$ cat src/rtl/l2_arb_pkg.sv
// Shared types and constants for the L2 request arbiter.
//   arb_state_t : arbiter FSM states
//   owner_t     : which L1 side owns the in-flight transaction
//   MEM_LD/ST   : memory opcodes the arbiter needs to decode
package l2_arb_pkg;

  typedef enum logic [1:0] {
    ARB_IDLE = 2'd0,
    ARB_REQ  = 2'd1,
    ARB_RSP  = 2'd2
  } arb_state_t;

  typedef enum logic {
    OWN_I = 1'b0,
    OWN_D = 1'b1
  } owner_t;

  localparam logic [3:0] MEM_LD = 4'd4;
  localparam logic [3:0] MEM_ST = 4'd7;

endpackage

$ cat src/rtl/l2_arb_pick.sv
// Two-way requester picker.
// Ports:
//   i_valid_i : I-side request valid
//   i_valid_d : D-side request valid
//   i_prio    : side that wins when both request (fixed D, or rr pointer)
//   o_grant   : some requester is picked this cycle
//   o_owner   : picked requester (OWN_D when nothing requests)
module l2_arb_pick
  import l2_arb_pkg::*;
(
  input  logic   i_valid_i,
  input  logic   i_valid_d,
  input  owner_t i_prio,
  output logic   o_grant,
  output owner_t o_owner
);

  always_comb begin
    o_grant = i_valid_i | i_valid_d;
    o_owner = OWN_D;
    if (i_valid_i && i_valid_d) begin
      o_owner = i_prio;
    end else if (i_valid_i) begin
      o_owner = OWN_I;
    end
  end

endmodule

$ cat src/rtl/l2_req_arb.sv
// Two-requester arbiter sharing the L2's single request/response port between
// the L1 I-cache (loads) and the L1 D-cache (loads and stores). One transaction
// in flight; the owner is recorded and the L2 reply is routed back to it.
//
// Optional feature: define L2_ARB_RR_EN for round-robin arbitration between the
// two sides. Without it, D always beats I on a simultaneous request.
//
// Ports:
//   clk, reset                 clock, synchronous active-high reset
//   i_l1i_req_*, o_l1i_req_ack I-side request channel
//   o_l1i_rsp_valid/_data      I-side load response (1-cycle pulse)
//   i_l1d_req_*, o_l1d_req_ack D-side request channel (with store data)
//   o_l1d_rsp_valid/_data      D-side load response (1-cycle pulse)
//   o_l2_req_*, i_l2_req_ack   request to the L2, held stable until ack
//   i_l2_rsp_valid/_data       load response from the L2
module l2_req_arb
  import l2_arb_pkg::*;
#(
  parameter int unsigned ADDR_W = 32,
  parameter int unsigned DATA_W = 128,
  parameter int unsigned OP_W   = 4
) (
  input  logic              clk,
  input  logic              reset,
  input  logic              i_l1i_req_valid,
  output logic              o_l1i_req_ack,
  input  logic [ADDR_W-1:0] i_l1i_req_addr,
  input  logic [OP_W-1:0]   i_l1i_req_opcode,
  output logic              o_l1i_rsp_valid,
  output logic [DATA_W-1:0] o_l1i_rsp_data,
  input  logic              i_l1d_req_valid,
  output logic              o_l1d_req_ack,
  input  logic [ADDR_W-1:0] i_l1d_req_addr,
  input  logic [DATA_W-1:0] i_l1d_req_store_data,
  input  logic [OP_W-1:0]   i_l1d_req_opcode,
  output logic              o_l1d_rsp_valid,
  output logic [DATA_W-1:0] o_l1d_rsp_data,
  output logic              o_l2_req_valid,
  input  logic              i_l2_req_ack,
  output logic [ADDR_W-1:0] o_l2_req_addr,
  output logic [DATA_W-1:0] o_l2_req_store_data,
  output logic [OP_W-1:0]   o_l2_req_opcode,
  input  logic              i_l2_rsp_valid,
  input  logic [DATA_W-1:0] i_l2_rsp_data
);

  arb_state_t        r_state;
  arb_state_t        w_state_nxt;
  owner_t            r_owner;
  logic [ADDR_W-1:0] r_req_addr;
  logic [DATA_W-1:0] r_req_sdata;
  logic [OP_W-1:0]   r_req_op;
  logic              r_rsp_pulse;
  logic [DATA_W-1:0] r_rsp_data;

  logic              w_grant;
  logic              w_take;
  logic              w_rsp_take;
  owner_t            w_pick_owner;
  owner_t            w_prio;

  // Prio pointer: names the side that wins the next simultaneous contest.
`ifdef L2_ARB_RR_EN
  owner_t r_rr;

  always_ff @(posedge clk) begin
    if (reset) begin
      r_rr <= OWN_D;
    end else if (w_take) begin
      r_rr <= (w_pick_owner == OWN_D) ? OWN_I : OWN_D;
    end
  end

  assign w_prio = r_rr;
`else
  assign w_prio = OWN_D;
`endif

  l2_arb_pick u_pick (
    .i_valid_i (i_l1i_req_valid),
    .i_valid_d (i_l1d_req_valid),
    .i_prio    (w_prio),
    .o_grant   (w_grant),
    .o_owner   (w_pick_owner)
  );

  // Grants only happen in idle, so a new owner cannot appear before the
  // previous response pulse has been driven.
  assign w_take     = (r_state == ARB_IDLE) && w_grant;
  assign w_rsp_take = (r_state == ARB_RSP) && i_l2_rsp_valid;

  always_comb begin
    w_state_nxt = r_state;
    case (r_state)
      ARB_IDLE: if (w_grant) w_state_nxt = ARB_REQ;
      ARB_REQ: begin
        if (i_l2_req_ack) begin
          // Only loads get a reply; anything else retires on ack.
          w_state_nxt = (r_req_op == OP_W'(MEM_LD)) ? ARB_RSP : ARB_IDLE;
        end
      end
      ARB_RSP:  if (i_l2_rsp_valid) w_state_nxt = ARB_IDLE;
      default:  w_state_nxt = ARB_IDLE;
    endcase
  end

  always_ff @(posedge clk) begin
    if (reset) begin
      r_state     <= ARB_IDLE;
      r_owner     <= OWN_D;
      r_req_addr  <= '0;
      r_req_sdata <= '0;
      r_req_op    <= '0;
      r_rsp_pulse <= 1'b0;
      r_rsp_data  <= '0;
    end else begin
      r_state     <= w_state_nxt;
      r_rsp_pulse <= w_rsp_take;
      if (w_take) begin
        r_owner <= w_pick_owner;
        if (w_pick_owner == OWN_D) begin
          r_req_addr  <= i_l1d_req_addr;
          r_req_sdata <= i_l1d_req_store_data;
          r_req_op    <= i_l1d_req_opcode;
        end else begin
          r_req_addr  <= i_l1i_req_addr;
          r_req_sdata <= '0;
          r_req_op    <= i_l1i_req_opcode;
        end
      end
      if (w_rsp_take) begin
        r_rsp_data <= i_l2_rsp_data;
      end
    end
  end

  assign o_l2_req_valid      = (r_state == ARB_REQ);
  assign o_l2_req_addr       = r_req_addr;
  assign o_l2_req_store_data = r_req_sdata;
  assign o_l2_req_opcode     = r_req_op;

  // Ack is a straight pass-through of the L2 accept, steered to the owner.
  assign o_l1i_req_ack = o_l2_req_valid && (r_owner == OWN_I) && i_l2_req_ack;
  assign o_l1d_req_ack = o_l2_req_valid && (r_owner == OWN_D) && i_l2_req_ack;

  assign o_l1i_rsp_valid = r_rsp_pulse && (r_owner == OWN_I);
  assign o_l1d_rsp_valid = r_rsp_pulse && (r_owner == OWN_D);
  assign o_l1i_rsp_data  = r_rsp_data;
  assign o_l1d_rsp_data  = r_rsp_data;

  // L2 protocol checks: replies and accepts are only legal in their own state.
  a_rsp_in_rsp : assert property (@(posedge clk) disable iff (reset)
    i_l2_rsp_valid |-> (r_state == ARB_RSP));
  a_ack_in_req : assert property (@(posedge clk) disable iff (reset)
    i_l2_req_ack |-> (r_state == ARB_REQ));

endmodule

$ cat config.mk
export PLATFORM = sky130hd
export DESIGN_NAME = l2_req_arb
export DESIGN_NICKNAME = d
export VERILOG_FILES = /design/src/rtl/l2_arb_pkg.sv /design/src/rtl/l2_arb_pick.sv /design/src/rtl/l2_req_arb.sv
export SDC_FILE = /design/constraint.sdc
export NUM_CORES = 1
export LEC_CHECK = 0
export BUFFER_PORTS_ARGS = -buffer_cell sky130_fd_sc_hd__buf_2
export CORE_AREA = 3 3 297 299
export CTS_BUF_LIST = sky130_fd_sc_hd__clkbuf_8
export CTS_CLUSTER_DIAMETER = 120
export DETAILED_ROUTE_END_ITERATION = 12
export DIE_AREA = 0 0 300 302
export PLACE_DENSITY = 0.42
export SYNTH_ARGS = -nofsm -noshare
export SYNTH_HDL_FRONTEND = slang
export SYNTH_SLANG_ARGS = --single-unit
export TNS_END_PERCENT = 30
$ cat constraint.sdc
create_clock -name clk -period 1.2 [get_ports clk]
set_clock_uncertainty 0.1 [all_clocks]
set_input_delay 0.06 -clock clk [delete_from_list [all_inputs] [get_ports clk]]
set_output_delay 0.06 -clock clk [all_outputs]
set_load 0.1 [all_outputs]
==> results of run 1 <==
[flip-flops by register name (all words and copies together), names as in the netlist]
signal / cells
o_l1d_rsp_data: 128
o_l2_req_addr: 32
o_l2_req_opcode: 4
o_l2_req_store_data: 128
r_owner: 1
r_rsp_pulse: 1
r_state: 2
[worst paths after layout]
check,to,slack [ns],cells past startpoint
min,o_l2_req_opcode[2],-0.04,5
max,o_l1d_rsp_data[116],-0.58,6
min reg2reg,o_l2_req_store_data[89],0.39,2
max reg2reg,o_l1d_rsp_data[116],-0.58,6
[cell usage in the layout, fill, tap and decap left out, drive strengths merged, types with 2 or more instances in the layout]
master       netlist  final
a311oi            36     36
dlygate4sd3        0    367
clkbuf            49     86
nand2            459    459
nand2b             2      2
nor2b              3      3
clkinv             0     14
buf              200    911
o21ai            128    128
or2                2      2
nor2               6      6
dfxtp            296    296
diode              0      4
inv                0     17
a21oi            294    294
[power groups by stage]
stage | Combinational (mW) | Sequential (mW) | Clock [mW]
3_5_place_dp | 7.26 | 10.9 | 0
2_1_floorplan | 1.29 | 13.5 | 0
3_3_place_gp | 7.27 | 10.9 | 0
6_report | 9.73 | 10.6 | 10.4
4_1_cts | 8.90 | 10.6 | 10.8
5_1_grt | 10.1 | 10.6 | 11.2
[per-stage QoR]
| stage | instance area [µm²] | hold slack, ns | worst slack [ns] | power, mW |
|---|---|---|---|---|
| finish | 31300 | -0.0444 | -0.576 | 30.7 |
| global route | 31300 | -0.0970 | -0.673 | 31.9 |
| CTS | 29200 | -0.145 | -0.662 | 30.3 |
| detailed placement | 23300 | 0.198 | -0.385 | 18.1 |
| global placement | 23300 | 0.193 | -0.324 | 18.1 |
| floorplan | 12000 | 0.0885 | -0.543 | 14.8 |
[cells by family (layout without fill, tap and decap cells)]
kind of cell           after synthesis  after routing  synth area share, %
AOI/OAI and AO/OA                  459            459                 20.6
buffers and inverters              249           1397                 13.3
DFF                                296            296                 50.2
other                                0              4                    0
and+or+nand+nor                    479            479                 15.9
[cell type report]
class / instances / share of cell area [%]
multi-input combinational: 938 / 19.4
sequential: 296 / 20.0
timing repair buffer: 1291 / 52.3
tap: 1144 / 4.57
clock inverter: 32 / 0.491
antenna: 4 / 0.0319
clock buffer: 74 / 3.25
[routing by layer]
| metal | vias up | GRT usage (%) | part of all wire [%] |
|---|---|---|---|
| li1 | 7084 | - | - |
| met5 | - | 0 | 0 |
| met2 | 582 | 25.8 | 51 |
| met1 | 7055 | 15.1 | 37 |
| met4 | 0 | 5.80 | 4.2 |
| met3 | 152 | 4.28 | 7.3 |
[timing repair]
action / 4_1_cts / 5_1_grt
endpoints found under the setup margin: 720 / 720
gates cloned: 14 / 15
buffers inserted: 13 / 15
pin swaps: 51 / 172
gates resized for setup: 222 / 518
endpoints found under the hold margin: 296 / 35
[critical path, cell delays in order (launching register included)]
cell and delay (ns):
dfxtp_4 0.34, buf_4 0.13, buf_6 0.12, and3b_4 0.41, buf_4 0.26, nand2_1 0.20, a21oi_1 0.16
==> summary.md, run 1 <==
| Metric | Value |
|---|---|
| #FFs+latches synth | 296 |
| Die Height | 302 µm |
| Clock-pin slew on the worst setup and hold paths | 0.06 ns |
| Setup WS post-layout | -0.576 ns |
| IO buf count | 758 |
| Startpoint Class | register |
| Top cells by area, synth | dfxtp_1, nand2_1, a21oi_1 |
| Final core utilization | 36.7% |
| Largest net degree at the start of global routing | 42 |
| Power density cells | 979 nW/µm² |
| # DRC | 0 |
| Top-count cell post-synth | nand2_1 |
| # fillers | 8410 |
| CTS tree | yes |
| FF+latch area | 6250 µm² |
| Hold Slack | -0.0444 ns |
| RePlAce Congestion | 0.824 |
| CTS Root Cell | clkbuf_8 |
| Clk buf depth | 3 |
| Drt first pass iters | 4 |
| Number of global-route vias before repair | 15295 |
| Fraction of layout instances using a drive strength above 1 | 57.5% |
| Async S/R FF share, synth | 0% |
| GRT Residual Overflow | 0 |
| Setup_tns | -213.49 ns |
| Least-Margin Pin Slew | 0.517 ns |
| Number of hold buffers added after cts | 368 |
| H-tree depth | 2 |
| Clock share of power | 33.8% |
| First-pass GRT wire length | 97300 µm |
| Violations in the final reports | hold timing, setup timing |
| Max Fclk | 563 MHz |
| Final net count | 2918 |
| Total GRT Usage | 14.1% |
| Crit. Startpoint | r_state[0] |
| Leakage power | 12.4 nW |
| Slew Viols, Final | 0 |
| P_sw | 10.8 mW |
| Mean routed wirelength per cell | 18.8 µm |
| Initial antenna violation count | 4 |
| Switching Fraction | 35.1% |
| R2R Path Start | r_state[0] |
| Initial core utilization | 13.8% |
| Clk sink count | 296 |
| Initial DRC count | 552 |
| Routed WL | 71100 µm |
| Die ar. | 90600 µm² |
| Register area share after synthesis | 50.2% |
| Outcome | finished, violations left |
| Core area | 85400 µm² |
| Vias per inst | 3.94 |
| Synth Flop Type | dfxtp_1 |
| Synth area leader | dfxtp_1 |
| Maximum VDD drop | 716 µV |
| Worst path arrival time | 2.23 ns |
| Critical Path Sink Type | register |
| Hold_sp | i_l1i_req_valid |
| Final HPWL DP | 49500 µm |
| Warnings from Yosys | 0 |
| Rows | 107 |
| Slew headroom | 65.5% |
| Final Hold Vio Count | 20 |
| Cells after Synth | 1483 |
| Die width | 300 µm |
| Post-synth EDFFs | 0 |
| Cell Area, Synth | 11800 µm² |
| CTS buffer count | 57 |
| Layout Cells excl Fill | 3779 |
| Final min period | 1.78 ns |
| Combinational power share | 31.7% |
| Cell Count Post-Placement | 3252 |
| Synth cell count leaders | nand2_1, dfxtp_1, a21oi_1 |
| Seq pwr share | 34.5% |
| Multi-input logic area | 6080 µm² |
| Synth top area share | 50.2% |
| Boundary pin count | 759 |
| Worst Hold Class | input pin to register |
| Cell Int Power | 19.9 mW |
| Worst-path maximum fanout | 12 |
| Antenna viol nets, final | 0 |
| Clock latency on the worst-skew pair | 0.64 ns |
| RSZ-0062 raised after global routing | true |
| Yosys cell types | 27 |
| Max-cap check violation count | 0 |
| Mean post-synth cell area | 7.96 µm² |
| Area growth from synthesis to layout | 166% |
| Tcrit/Tclk final | 148% |
| Vias | 14873 |
| Critical Path RT | 1.66 ns |
| Crit Path Category | register to register |
| Synthesized Nets | 1817 |
| Final Setup Violations | 721 |
(Power assumes the default switching activity.)
==> inputs of run 2 (changes only) <==
--- a/config.mk
+++ b/config.mk
@@ -6,12 +6,12 @@
 export NUM_CORES = 1
 export LEC_CHECK = 0
 export BUFFER_PORTS_ARGS = -buffer_cell sky130_fd_sc_hd__buf_2
-export CORE_AREA = 3 3 297 299
+export CORE_AREA = 3 3 292 294
 export CTS_BUF_LIST = sky130_fd_sc_hd__clkbuf_8
 export CTS_CLUSTER_DIAMETER = 120
 export DETAILED_ROUTE_END_ITERATION = 12
-export DIE_AREA = 0 0 300 302
-export PLACE_DENSITY = 0.42
+export DIE_AREA = 0 0 295 297
+export PLACE_DENSITY = 0.41
 export SYNTH_ARGS = -nofsm -noshare
 export SYNTH_HDL_FRONTEND = slang
 export SYNTH_SLANG_ARGS = --single-unit
==> constraint.sdc (replaced) <==
create_clock -name clk -period 1.7 [get_ports clk]
set_clock_uncertainty 0.1 [all_clocks]
set_input_delay 0.085 -clock clk [delete_from_list [all_inputs] [get_ports clk]]
set_output_delay 0.085 -clock clk [all_outputs]
set_load 0.1 [all_outputs]
==> run 2 against run 1 <==
Compared with the run above:
- the flow finishes with violations (setup timing)
- die area shrank 3.3%
- core utilization shrank 9.1 points
- global-route usage shrank 1.7 points
==> summary.md, run 2 (same netlist as run 1, synthesis figures left out) <==
| Metric | Value |
|---|---|
| Outcome | finished, violations left |
| Violations in the final reports | setup timing |
| Max Fclk | 565 MHz |
| CP max stage cell | dlygate4sd3_1 |
| # DRC | 0 (unchanged) |
| CP Buf/Inv Count | 4 (+1) |
| Hold_sp | i_l1d_req_store_data[97] |
| First-pass GRT wire length | 86200 µm (-11%) |
| Worst-path cell chain | dlygate4sd3_1, buf_2, nand2b_2, buf_12, nand2_1, dlygate4sd3_1, a311oi_1 |
| Drt first pass iters | 5 (+1) |
| Fraction of layout instances using a drive strength above 1 | 39.0% (-18 points) |
| Number of global-route vias before repair | 14814 (-3.1%) |
| Die width | 295 µm (-1.7%) |
| Reg2Reg Setup Slack | -0.06 ns (+0.52 ns) |
| Critical path's largest stage delay | 0.58 ns (+0.17 ns) |
| Final net count | 2904 (-0.48%) |
| Critical Path RT | 2.11 ns (+0.45 ns) |
| Slew Viols, Final | 0 (unchanged) |
| Antenna viol nets, final | 0 (unchanged) |
| RR Endpoint | o_l2_req_store_data[63] |
| Startpoint Class | input pin |
| Vias per inst | 3.94 (about the same) |
| Most common cell after layout, fill and taps aside | buf_2 |
| H-tree depth | 2 (unchanged) |
| Vias | 14558 (-2.1%) |
| Core area | 83200 µm² (-2.6%) |
| Routed WL | 63200 µm (-11%) |
| Mean routed wirelength per cell | 17.1 µm (-9.1%) |
| R2R Path Start | r_state[0] |
| Boundary pin count | 759 (unchanged) |
| IO buf count | 758 (unchanged) |
| CTS buffer count | 57 (unchanged) |
| Largest net degree at the start of global routing | 51 (+21%) |
| Worst path arrival time | 2.18 ns (-0.05 ns) |
| Final Hold Vio Count | 0 (-100%) |
| Dpl ws | 0.156 ns (+0.540 ns) |
| Slew headroom | 65.0% (-0.47 points) |
| Initial antenna violation count | 2 (-2) |
| RePlAce Congestion | 0.790 (-4.2%) |
| Leakage power | 10.1 nW (-18%) |
| Total GRT Usage | 12.5% (-1.7 points) |
| GRT Residual Overflow | 0 (unchanged) |
| Critical Path Sink Type | register |
| Clk buf depth | 3 (unchanged) |
| Setup WS post-layout | -0.0690 ns (+0.507 ns) |
| Clk sink count | 296 (unchanged) |
| Final min period | 1.77 ns |
| Least-Margin Pin Slew | 0.528 ns (+0.0107 ns) |
| RSZ-0062 raised after global routing | true |
| Final core utilization | 27.6% (-9.1 points) |
| Register-to-Register Path Depth | 7 (+1) |
| Final HPWL DP | 41400 µm (-16%) |
| Clock latency on the worst-skew pair | 0.62 ns (-0.02 ns) |
| Initial DRC count | 618 (+12%) |
| Die ar. | 87600 µm² (-3.3%) |
| Tcrit/Tclk final | 104% |
| Most frequent cells in the layout | buf_2, nand2_1, dlygate4sd3_1, dfxtp_1, a21oi_1 |
| Worst Hold Class | input pin to register |
| Power density cells | 862 nW/µm² (-12%) |
| CTS tree | yes |
| Maximum VDD drop | 580 µV (-19%) |
| Area growth from synthesis to layout | 94.5% |
| Die Height | 297 µm (-1.7%) |
| Worst-path maximum fanout | 18 (+6) |
| Family with the most delay on the worst path | buffers and inverters |
| Clock-pin slew on the worst setup and hold paths | 0.06 ns (about the same) |
| CTS Root Cell | clkbuf_8 |
| Final Setup Violations | 167 (-77%) |
| Max-cap check violation count | 0 (unchanged) |
| Crit Path Category | input pin to register |
| Most used cell, CP | dlygate4sd3_1 |
| Hold endpoint | o_l2_req_store_data[97] |
| # fillers | 8982 (+6.8%) |
| Rows | 106 (-0.93%) |
| Initial core utilization | 14.2% (+0.38 points) |
| Worst Hold Depth | 4 (-1) |
## run 2: repair_timing
| item | CTS | global route |
|---|---|---|
| hold endpoints to repair | 296 | 1 |
| pin swaps | 3 | 8 |
| endpoints found under the setup margin | 191 | 321 |
| buffers inserted | 5 | 11 |
| resized for setup | 198 | 136 |
| hold buffers | 405 | 1 |
| cloned | 0 | 20 |
## run 2: where the power goes
| group | internal [mW] | total [mW] | switching, mW |
|---|---|---|---|
| sequential | 7.23 | 7.38 | 0.157 |
| combinational | 1.72 | 5.17 | 3.44 |
| clock | 3.94 | 7.24 | 3.30 |
## run 2: per-layer routing
| metal | global-route usage (%) | up-vias | routed length (µm) |
|---|---|---|---|
| met5 | 0 | - | 0 |
| met4 | 4.82 | 0 | 2230 |
| met3 | 3.11 | 138 | 4190 |
| met2 | 23.1 | 605 | 32500 |
| met1 | 13.4 | 6797 | 24300 |
| li1 | - | 7018 | - |
## run 2: layout make-up
class                   instances  area [µm²]  area share [%]
diodes                          3        7.51          0.0327
clock buffers                  65         895            3.90
clock inverters                38         248            1.08
multi-input cells             938        4530            19.7
flip-flops and latches        296        5940            25.9
well taps                    1080        1350            5.89
repair buffers               1277        9990            43.5
## run 2: worst min-delay path, cell delays in order
cell           delay [ns]
dlygate4sd3_1        0.53
buf_2                0.12
nand2_1              0.04
a21oi_1              0.05
## run 2: worst max path at each step
stage,startpoint,end,slack [ns],cells past startpoint
after floorplan,r_state[0],o_l1i_req_ack,-0.15,3
after global placement,r_state[1],o_l2_req_addr[27],0.15,5
after detailed placement,r_state[1],o_l1d_rsp_data[100],0.16,6
after CTS,o_l1d_rsp_data[103],o_l1i_rsp_data[103],-0.15,1
after global routing,r_state[0],o_l1d_req_ack,-0.15,3
final,i_l1d_req_valid,o_l2_req_addr[19],-0.07,7
## run 2: through the flow
step           setup TNS [ns]  hold slack (ns)  total power [mW]  cells  area [µm²]
2_1_floorplan          -0.271            0.121              10.4   1483       11800
3_3_place_gp                0            0.230              11.6   3152       16400
3_5_place_dp                0            0.230              11.6   3152       16400
4_1_cts                 -1.39          0.00409              19.8   3663       22100
5_1_grt                -17.33           0.0858              20.7   3696       23000
6_report                -3.35            0.147              19.8   3697       23000
==> inputs of run 3 (changes only) <==
--- a/config.mk
+++ b/config.mk
@@ -6,12 +6,12 @@
 export NUM_CORES = 1
 export LEC_CHECK = 0
 export BUFFER_PORTS_ARGS = -buffer_cell sky130_fd_sc_hd__buf_2
-export CORE_AREA = 3 3 292 294
+export CORE_AREA = 3 3 297 299
 export CTS_BUF_LIST = sky130_fd_sc_hd__clkbuf_8
 export CTS_CLUSTER_DIAMETER = 120
 export DETAILED_ROUTE_END_ITERATION = 12
-export DIE_AREA = 0 0 295 297
-export PLACE_DENSITY = 0.41
+export DIE_AREA = 0 0 300 302
+export PLACE_DENSITY = 0.42
 export SYNTH_ARGS = -nofsm -noshare
 export SYNTH_HDL_FRONTEND = slang
 export SYNTH_SLANG_ARGS = --single-unit
==> constraint.sdc (replaced) <==
create_clock -name clk -period 1.45 [get_ports clk]
set_clock_uncertainty 0.1 [all_clocks]
set_input_delay 0.0725 -clock clk [delete_from_list [all_inputs] [get_ports clk]]
set_output_delay 0.0725 -clock clk [all_outputs]
set_load 0.1 [all_outputs]
==> run 3 against run 2 <==
Compared with the run above:
- via count up 4.9%
- setup slack worse by 0.35 ns
- the flow still finishes with violations (setup timing)
- clock-buffer cell count grew 6
- wire length grew 17%
- first-iteration DRC count fell by 7.1%
- critical path depth is 3 lower
- design area rose by 29%
- sequential power grew 17%
- core utilization grew 7.1 points
- die area grew 3.4%
- sequential share of layout area shrank 4.0 points
- highest routed layer is now met5
==> summary.md, run 3 (same netlist as run 1, synthesis figures left out) <==
| Metric | Value |
|---|---|
| Vias | 15266 (+4.9%) |
| Die ar. | 90600 µm² (+3.4%) |
| M1 WL | 26400 µm (+8.6%) |
| Die Height | 302 µm (+1.7%) |
| # fillers | 8374 (-6.8%) |
| Initial antenna violation count | 6 (+4) |
| CTS buffer count | 57 (unchanged) |
| Combinational power share | 30.1% (+4.0 points) |
| Number of global-route vias before repair | 15276 (+3.1%) |
| DR WL met3 | 5050 µm (+21%) |
| RR Endpoint | o_l2_req_addr[11] |
| Final net count | 2920 (+0.55%) |
| CTS tree | yes |
| Clock share of power | 34.5% (-2.1 points) |
| Final HPWL DP | 44400 µm (+7.1%) |
| Clock latency on the worst-skew pair | 0.63 ns (about the same) |
| Most common cell after layout, fill and taps aside | buf_2 |
| Routed WL | 73800 µm (+17%) |
| Worst path arrival time | 1.70 ns (-0.48 ns) |
| RePlAce Congestion | 0.784 (-0.68%) |
| IO buf count | 758 (unchanged) |
| Initial DRC count | 574 (-7.1%) |
| Violations in the final reports | setup timing |
| Die width | 300 µm (+1.7%) |
| Max Fclk | 534 MHz |
| Outcome | finished, violations left |
| Register-to-Register Path Depth | 7 (unchanged) |
| Slew headroom | 65.3% (+0.28 points) |
| Vias per inst | 4.05 (+2.8%) |
| Area growth from synthesis to layout | 152% |
| CTS Root Cell | clkbuf_8 |
| Layout Cells excl Fill | 3773 (+2.1%) |
| Total GRT Usage | 13.3% (+0.81 points) |
| Crit. Startpoint | r_state[0] |
| Crit Path Category | register to output port |
| Initial core utilization | 13.8% (-0.38 points) |
| Startpoint Class | register |
| Max-cap check violation count | 0 (unchanged) |
| RSZ-0062 raised after global routing | true |
| Dpl ws | -0.182 ns (-0.338 ns) |
| P_sw | 8.58 mW (+24%) |
| Met2 wire length | 39200 µm (+21%) |
| Cell Int Power | 15.8 mW (+23%) |
| Critical Path RT | 1.28 ns (-0.83 ns) |
| Switching Fraction | 35.2% (+0.31 points) |
| Drt first pass iters | 5 (unchanged) |
| Most frequent cells in the layout | buf_2, nand2_1, buf_12, dlygate4sd3_1, a21oi_1 |
| Highest routed layer | met5 |
| Final Hold Vio Count | 0 (unchanged) |
| Leakage power | 11.9 nW (+17%) |
| Rows | 107 (+0.94%) |
| R2R Path Start | r_state[0] |
| # DRC | 0 (unchanged) |
| H-tree depth | 2 (unchanged) |
| Mean routed wirelength per cell | 19.5 µm (+14%) |
| Final Setup Violations | 392 (+130%) |
| Boundary pin count | 759 (unchanged) |
| Tcrit/Tclk final | 129% |
| Setup WS post-layout | -0.421 ns (-0.352 ns) |
| Power density cells | 822 nW/µm² (-4.6%) |
| Least-Margin Pin Slew | 0.524 ns (-0.00428 ns) |
| Clock-pin slew on the worst setup and hold paths | 0.06 ns (about the same) |
| Worst-path maximum fanout | 3 (-15) |
| Antenna viol nets, final | 0 (unchanged) |
| Maximum VDD drop | 734 µV (+27%) |
| Worst setup path end | o_l1d_req_ack |
| Worst Hold Class | input pin to register |
| Critical Path Sink Type | output port |
| Core area | 85400 µm² (+2.7%) |
| Slew Viols, Final | 0 (unchanged) |
| Clk sink count | 296 (unchanged) |
| Clk buf depth | 3 (unchanged) |
| GRT Residual Overflow | 0 (unchanged) |
| Seq pwr share | 35.4% (-1.9 points) |
| Largest net degree at the start of global routing | 49 (-3.9%) |
| Final min period | 1.87 ns |
| First-pass GRT wire length | 93400 µm (+8.4%) |
| Reg2Reg Setup Slack | -0.38 ns (-0.32 ns) |
| Cell Count Post-Placement | 3237 (+2.7%) |
| Fraction of layout instances using a drive strength above 1 | 54.7% (+16 points) |
-- run 3: changes by cell type in the layout (fill, tap and decap cells not counted), moves of 43 or more --
cell,delta
a21oi_2,+43
buf_2,-177
a21oi_1,-43
nand2_1,-54
buf_12,+353
dfxtp_4,+114
buf_4,-149
dfxtp_1,-219
dfxtp_2,+105
-- run 3: what timing repair did --
action | CTS | global route
setup endpoints to repair | 677 | 676
hold buffers | 370 | 2
endpoints found under the hold margin | 296 | 41
cloned | 0 | 36
setup buffers | 4 | 24
pin swaps | 4 | 138
resized for setup | 1113 | 908
-- run 3: layout make-up --
| type | instances | area [µm²] | share of cell area (%) |
|---|---|---|---|
| Antenna cell | 3 | 7.51 | 0.0253 |
| Clock buffer | 71 | 977 | 3.29 |
| Clock inverter | 28 | 154 | 0.518 |
| Multi-Input combinational cell | 938 | 5410 | 18.2 |
| Sequential cell | 296 | 6500 | 21.9 |
| Tap cell | 1144 | 1430 | 4.82 |
| Timing Repair Buffer | 1293 | 15200 | 51.2 |
-- run 3: through the flow --
step           hold slack [ns]  util [%]  power [mW]  TNS, ns  instance area (µm²)
4_1_cts                0.00212      30.3        23.4   -76.87                25800
5_1_grt                -0.0188      34.8        25.5  -128.82                29700
3_5_place_dp             0.213      20.2        13.7   -20.03                17200
3_3_place_gp             0.211      20.2        13.8   -11.99                17200
2_1_floorplan            0.101         -        12.2    -9.47                11900
6_report                0.0231      34.8        24.4   -92.99                29700
-- run 3: worst max-delay path: stages (launching register included) --
cell	delay [ns]
dfxtp_4	0.35
buf_6	0.09
nor2b_4	0.23
and3_4	0.23
buf_12	0.17
-- run 3: how the worst min path moves through the flow --
stage                              from                       to  cells past startpoint
5_1_grt                 i_l1d_req_valid       o_l2_req_opcode[3]                      5
4_1_cts        i_l1d_req_store_data[92]  o_l2_req_store_data[92]                      4
6_report                i_l1d_req_valid        o_l2_req_addr[28]                      5
3_3_place_gp          i_l2_rsp_data[14]       o_l1d_rsp_data[14]                      3
2_1_floorplan          i_l2_rsp_data[0]        o_l1d_rsp_data[0]                      2
3_5_place_dp         i_l2_rsp_data[123]      o_l1d_rsp_data[123]                      3
-- run 3: power by group through the flow --
| stage | clock network (mW) | registers, mW | logic (mW) |
|---|---|---|---|
| floorplan | 0 | 11.2 | 1.07 |
| global placement | 0 | 8.81 | 4.94 |
| detailed placement | 0 | 8.81 | 4.92 |
| CTS | 8.76 | 8.57 | 6.11 |
| global route | 9.16 | 8.67 | 7.63 |
| finish | 8.42 | 8.64 | 7.35 |
-- run 3: per-layer routing --
layer	vias up	GRT usage, %
met1	7280	14.2
met2	716	24.7
met5	-	0
met4	6	5.04
li1	7079	-
met3	185	3.60
